## src/rtl/bcd_counter_pkg.sv

```systemverilog
// -----------------------------------------------------------------------------
// bcd_counter_pkg
// Shared constants and helper functions for the packed-BCD up/down counter.
//   BCD_DIGIT_W    : width of one BCD digit
//   BCD_NINE       : largest legal BCD digit value
//   bcd_valid      : 1 when a nibble holds a legal BCD digit (0..9)
//   bcd_all_nines  : packed all-nines word for n digits (n <= 8), zero-padded
//   bcd_step_digit : next value of a single digit stepping up or down,
//                    wrapping 9->0 (up) and 0->9 (down)
// -----------------------------------------------------------------------------
package bcd_counter_pkg;

    localparam int         BCD_DIGIT_W = 4;
    localparam logic [3:0] BCD_NINE    = 4'h9;

    function automatic logic bcd_valid(input logic [BCD_DIGIT_W-1:0] digit);
        return (digit <= BCD_NINE);
    endfunction

    function automatic logic [31:0] bcd_all_nines(input int n);
        logic [31:0] r_word;
        r_word = '0;
        for (int i = 0; i < 8; i++) begin
            if (i < n) begin
                r_word[i*BCD_DIGIT_W +: BCD_DIGIT_W] = BCD_NINE;
            end
        end
        return r_word;
    endfunction

    function automatic logic [BCD_DIGIT_W-1:0] bcd_step_digit(
        input logic [BCD_DIGIT_W-1:0] digit,
        input logic                   up
    );
        if (up) begin
            return (digit == BCD_NINE) ? 4'h0 : digit + 4'h1;
        end
        return (digit == 4'h0) ? BCD_NINE : digit - 4'h1;
    endfunction

endpackage

```

## src/rtl/bcd_digit.sv

```systemverilog
// -----------------------------------------------------------------------------
// bcd_digit
// One packed-BCD digit register. Load has priority over step; a step moves
// the digit by one in the direction given by i_up_dn, wrapping 9->0 / 0->9.
// Ports:
//   clk        : clock, rising edge
//   rst        : synchronous active-high reset, clears the digit
//   i_load     : load i_load_val on the next edge
//   i_load_val : digit value to load (caller guarantees it is legal BCD)
//   i_step     : step the digit one position on the next edge
//   i_up_dn    : 1 = step up, 0 = step down
//   o_digit    : current digit value
//   o_at_nine  : digit currently equals 9 (carry condition for next digit)
//   o_at_zero  : digit currently equals 0 (borrow condition for next digit)
// -----------------------------------------------------------------------------
module bcd_digit
    import bcd_counter_pkg::*;
(
    input  logic                   clk,
    input  logic                   rst,
    input  logic                   i_load,
    input  logic [BCD_DIGIT_W-1:0] i_load_val,
    input  logic                   i_step,
    input  logic                   i_up_dn,
    output logic [BCD_DIGIT_W-1:0] o_digit,
    output logic                   o_at_nine,
    output logic                   o_at_zero
);

    logic [BCD_DIGIT_W-1:0] r_digit;

    // NOTE: state registers use non-blocking assignments so every flop
    // samples pre-edge values, independent of block evaluation order.
    always_ff @(posedge clk) begin
        if (rst) begin
            r_digit <= '0;
        end else if (i_load) begin
            r_digit <= i_load_val;
        end else if (i_step) begin
            r_digit <= bcd_step_digit(r_digit, i_up_dn);
        end
    end

    assign o_digit   = r_digit;
    assign o_at_nine = (r_digit == BCD_NINE);
    assign o_at_zero = (r_digit == '0);

endmodule

```

## src/rtl/bcd_updown_counter.sv

```systemverilog
// -----------------------------------------------------------------------------
// bcd_updown_counter
// N-digit packed-BCD up/down counter with synchronous parallel load and a
// programmable upper limit (MAX_BCD) for modulo counting.
// Build option: define BCD_COUNTER_SAT_EN for saturating mode (hold at the
// limit, tc pulses once on arrival). Default build wraps at the limit.
// Parameters:
//   N        : number of BCD digits (1..8)
//   MAX_BCD  : upper count limit, packed BCD, must be a legal BCD value
// Ports:
//   clk      : clock, rising edge
//   rst      : synchronous active-high reset
//   clk_en   : count enable, one step per cycle
//   up_dn    : 1 = count up, 0 = count down
//   load     : synchronous parallel load request (beats clk_en)
//   load_val : packed BCD load value
//   sal      : current count, digit 0 in sal[3:0]
//   tc       : registered terminal-count strobe
//   load_err : registered strobe for a rejected load
//   at_limit : combinational, sal at the limit for the current direction
// -----------------------------------------------------------------------------
module bcd_updown_counter
    import bcd_counter_pkg::*;
#(
    parameter int               N       = 3,
    parameter logic [4*N-1:0]   MAX_BCD = (4*N)'(bcd_all_nines(N))
) (
    input  logic           clk,
    input  logic           rst,
    input  logic           clk_en,
    input  logic           up_dn,
    input  logic           load,
    input  logic [4*N-1:0] load_val,
    output logic [4*N-1:0] sal,
    output logic           tc,
    output logic           load_err,
    output logic           at_limit
);

    localparam int W = BCD_DIGIT_W * N;

    logic [W-1:0] w_sal;
    logic [N-1:0] w_at_nine;
    logic [N-1:0] w_at_zero;
    logic [N-1:0] w_step;
    logic [W-1:0] w_limit;
    logic         w_at_limit;
    logic         w_load_ok;
    logic         w_count;
    logic         w_dig_load;
    logic [W-1:0] w_dig_load_val;
    logic         w_tc_next;
    logic         r_tc;
    logic         r_load_err;

    // The limit depends on direction: MAX_BCD going up, zero going down.
    assign w_limit    = up_dn ? MAX_BCD : '0;
    assign w_at_limit = (w_sal == w_limit);

    // Packed BCD preserves numeric order, so a plain binary compare against
    // MAX_BCD is valid once every digit is known to be legal.
    // NOTE: every combinational output gets a default first so no path
    // leaves it unassigned, which would infer a latch.
    always_comb begin
        w_load_ok = (load_val <= MAX_BCD);
        for (int i = 0; i < N; i++) begin
            if (!bcd_valid(load_val[i*BCD_DIGIT_W +: BCD_DIGIT_W])) begin
                w_load_ok = 1'b0;
            end
        end
    end

    // Ordinary in-range step; the limit case is handled as a whole-word event.
    assign w_count = clk_en & ~load & ~w_at_limit;

    // Ripple carry/borrow: digit i steps when all lower digits are at 9 (up)
    // or at 0 (down).
    always_comb begin
        w_step    = '0;
        w_step[0] = w_count;
        for (int i = 1; i < N; i++) begin
            w_step[i] = w_step[i-1] & (up_dn ? w_at_nine[i-1] : w_at_zero[i-1]);
        end
    end

`ifdef BCD_COUNTER_SAT_EN
    logic [W-1:0] w_next;

    // Predicted post-step word, used only to flag arrival at the limit.
    always_comb begin
        w_next = w_sal;
        for (int i = 0; i < N; i++) begin
            if (w_step[i]) begin
                w_next[i*BCD_DIGIT_W +: BCD_DIGIT_W] =
                    bcd_step_digit(w_sal[i*BCD_DIGIT_W +: BCD_DIGIT_W], up_dn);
            end
        end
    end

    // At the limit the counter simply holds; only real loads touch digits.
    assign w_dig_load     = load & w_load_ok;
    assign w_dig_load_val = load_val;
    assign w_tc_next      = w_count & (w_next == w_limit);
`else
    logic w_wrap;

    // Wrapping is a parallel load of the opposite end of the range.
    assign w_wrap         = clk_en & ~load & w_at_limit;
    assign w_dig_load     = (load & w_load_ok) | w_wrap;
    assign w_dig_load_val = load ? load_val : (up_dn ? '0 : MAX_BCD);
    assign w_tc_next      = w_wrap;
`endif

    for (genvar g = 0; g < N; g++) begin : g_digit
        bcd_digit u_digit (
            .clk        (clk),
            .rst        (rst),
            .i_load     (w_dig_load),
            .i_load_val (w_dig_load_val[g*BCD_DIGIT_W +: BCD_DIGIT_W]),
            .i_step     (w_step[g]),
            .i_up_dn    (up_dn),
            .o_digit    (w_sal[g*BCD_DIGIT_W +: BCD_DIGIT_W]),
            .o_at_nine  (w_at_nine[g]),
            .o_at_zero  (w_at_zero[g])
        );
    end

    // Strobes are registered so they line up with the sal update they report.
    always_ff @(posedge clk) begin
        if (rst) begin
            r_tc       <= 1'b0;
            r_load_err <= 1'b0;
        end else begin
            r_tc       <= w_tc_next;
            r_load_err <= load & ~w_load_ok;
        end
    end

    assign sal      = w_sal;
    assign tc       = r_tc;
    assign load_err = r_load_err;
    assign at_limit = w_at_limit;

endmodule
```

## config.mk

```make
export PLATFORM = sky130hd
export DESIGN_NAME = bcd_updown_counter
export DESIGN_NICKNAME = d
export VERILOG_FILES = /design/src/rtl/bcd_counter_pkg.sv /design/src/rtl/bcd_digit.sv /design/src/rtl/bcd_updown_counter.sv
export SDC_FILE = /design/constraint.sdc
export NUM_CORES = 1
export LEC_CHECK = 0
export CAP_MARGIN = 20
export CELL_PAD_IN_SITES_DETAIL_PLACEMENT = 1
export CELL_PAD_IN_SITES_GLOBAL_PLACEMENT = 2
export CORE_ASPECT_RATIO = 1.75
export CORE_MARGIN = 4
export CORE_UTILIZATION = 29
export DETAILED_ROUTE_END_ITERATION = 10
export PLACE_DENSITY_LB_ADDON = 0.25
export SYNTH_ARGS = -nofsm -noshare
export SYNTH_HDL_FRONTEND = slang
export SYNTH_SLANG_ARGS = --single-unit
```

## constraint.sdc

```tcl
create_clock -name clk -period 4.5 [get_ports clk]
set_input_delay 0.9 -clock clk [delete_from_list [all_inputs] [get_ports clk]]
set_output_delay 0.9 -clock clk [all_outputs]
set_load 0.03 [all_outputs]
```

==> metrics.txt <==
hpwl dp 3.25 mm; die area roughly 5400 µm²; router iterations before antenna repair 4; hold slack ~0.64 ns; crit path to at_limit; remaining global-route overflow 0; initial antenna violation count 0; Port Buffer Count 31; root buffer cell clkbuf_8; worst endpoint data arrival time roughly 2.7 ns; Final Setup Violations 0; Final period util ~81%; Post-Route WL around 4.3 mm; Async S/R FF share, synth 0%; Syn Std Cell Area 1230 µm²; Final #Nets slightly below 200; post-synthesis sequential area ratio a little under a quarter; CP endpoint kind primary output; worst reg-to-reg setup slack around 2.1 ns; layout cell share with drive strength beyond 1 approximately 9%; top-area cell type share of the netlist area between 20% and 30%; Slew @ Worst Pin 0.604 ns; Num CTS Buffers 3; #FFs+latches synth 14; ys flop type dfxtp_1; unrepaired setup endpoints after global routing false; Hold/Removal Path Class register to register; hold depth 2; Fmax 275 MHz; vias per inst between 5 and 6; clk sinks 14; Max transition margin between 50% and 60%; RR Endpoint g_digit[2].u_digit.o_digit[0]; Crit Path Category input pin to primary output; CTS max path bufs 2; HP Start g_digit[2].u_digit.o_digit[3]; syn nets 176; Met2 Wirelength around 2.3 mm; DRC violations left 0; startpoint types input pin; Worst Skew between 0.002 and 0.0025 ns; H-tree level count 1; clock latency on the worst-skew pair about 0.25 ns; # Max-Cap Violations 0; synth warn 0; cell count of the worst reg-to-reg path 5; Post-synth top cells 14 x dfxtp_1, 13 x o21ai_0, 10 x a21oi_1, 10 x clkbuf_1, 10 x nand3_1; cell row count 31; post-synth cell types between 50 and 60; cts hold-fix bufs 0; Core Region between 4000 and 5000 µm²; worst-path fanout max 25; WP data required approximately 3.6 ns; M1 wire length around 1.7 mm; status completed; Area growth syn-to-layout 29.0%; r2r startpoint g_digit[0].u_digit.o_digit[0]; vias in the first global route about 1,400; leading area contributor after synthesis dfxtp_1; io pins 32; first-pass GRT wire length 6.99 mm; overall die width around 57 µm; Worst IR Drop VDD between 0.0001 and 0.00015 V; CTS tree done; Routed WL per cell ~19 µm; initial core utilization around 30%; Fin. Hold Viols 0; DR top layer met4; aggregate global-route resource usage around 17%; Pwr Density 279 nW/µm²; Leakage between 0.5 and 0.6 nW; Post-synth EDFFs 0; most common cell in the netlist dfxtp_1; routability cong. a little under 0.8; top cells by area, synth dfxtp_1 23%, o21ai_0 5.3%, a21oi_1 4.1%; height of the die roughly 94 µm; max-slew violation count 0; CTS resizes 0; Vias approximately 1,300; cells after synthesis between 150 and 200; Setup crit start up_dn; WL met3 about 83 µm; 1st-iter DRT viols 24; post-layout util roughly 38%; min cycle time layout about 3.6 ns; synthesized area per cell around 7.7 µm²; antenna-violating nets left 0; Clock transition at path regs around 0.06 ns; # Post-CTS Setup Buffers 0; setup tns final 0 ns; ant diodes 0; pin count of the biggest net entering global routing 26
[stage by stage]
step           worst slack, ns  power [mW]  instances  area (µm²)
2_1_floorplan            0.967       0.262        159        1230
3_3_place_gp             0.899       0.315        225        1530
3_5_place_dp             0.869       0.319        225        1530
4_1_cts                  0.854       0.448        229        1580
5_1_grt                  0.712       0.470        229        1580
6_report                 0.859       0.442        229        1580
[flip-flops by register name (all words and copies together) (netlist names)]
signal / flops
g_digit.u_digit.o_digit: 12
tc: 1
load_err: 1
[worst max-delay path, cell delays in order]
cell and delay [ns]:
clkdlybuf4s50_1 0.50, buf_4 0.28, nand3_1 0.18, o32a_4 0.31, nor4_1 0.35, buf_4 0.23
[area by class of cell]
class,instances,area [µm²]
Sequential cell,14,280
Clock buffer,4,55.1
Inverter,2,7.51
Timing Repair Buffer,33,323
Tap cell,49,61.3
Multi-Input combinational cell,127,856
Fill cell,532,2530
[cell families (layout without fill, tap and decap cells)]
logic type	Yosys count	count (layout)	share of synthesized area [%]
and+or+nand+nor	57	57	25.8
xor gates and xnor gates	7	7	5.00
buffers and inverters	18	39	7.44
DFF	14	14	22.8
AOI/OAI and AO/OA	61	61	37.3
muxes	2	2	1.63
[layer usage]
layer / GRT usage [%] / vias to the layer above
li1: - / 654
met1: 18.6 / 645
met2: 29.6 / 27
met3: 1.79 / 12
met4: 8.90 / 0
met5: 0 / -
[worst min path at each step]
stage	end	slack [ns]
finish	g_digit[2].u_digit.o_digit[3]	0.64
global route	g_digit[2].u_digit.o_digit[3]	0.68
CTS	g_digit[2].u_digit.o_digit[3]	0.65
detailed placement	g_digit[2].u_digit.o_digit[3]	0.64
global placement	g_digit[2].u_digit.o_digit[3]	0.61
floorplan	g_digit[2].u_digit.o_digit[3]	0.69
[layout by cell type (no fill, tap or decap), types with 2 or more instances in the layout]
cell type,instances
nor4_1,6
xnor2_1,4
and3_1,3
o21ai_1,3
clkbuf_8,4
o31a_1,2
xor2_1,3
a211oi_1,5
inv_1,2
clkdlybuf4s50_1,30
buf_4,3
a21oi_1,10
o31ai_1,2
mux2i_1,2
nor2_1,9
nand3_1,10
dfxtp_1,14
nor2b_1,3
a221oi_1,3
o211a_1,2
a31oi_1,3
o21ai_0,13
or3_1,3
nand2_1,8
and2_1,3
nor3_1,3
[report_power, final]
| group | switching (mW) | total [mW] | leakage, nW | internal [mW] |
|---|---|---|---|---|
| combinational | 0.0849 | 0.154 | 0.382 | 0.0692 |
| clock | 0.0483 | 0.126 | 0.0288 | 0.0775 |
| sequential | 0.0282 | 0.162 | 0.115 | 0.134 |
| total | 0.161 | 0.442 | 0.526 | 0.281 |
Note: power is estimated with default switching activity, not from simulation.
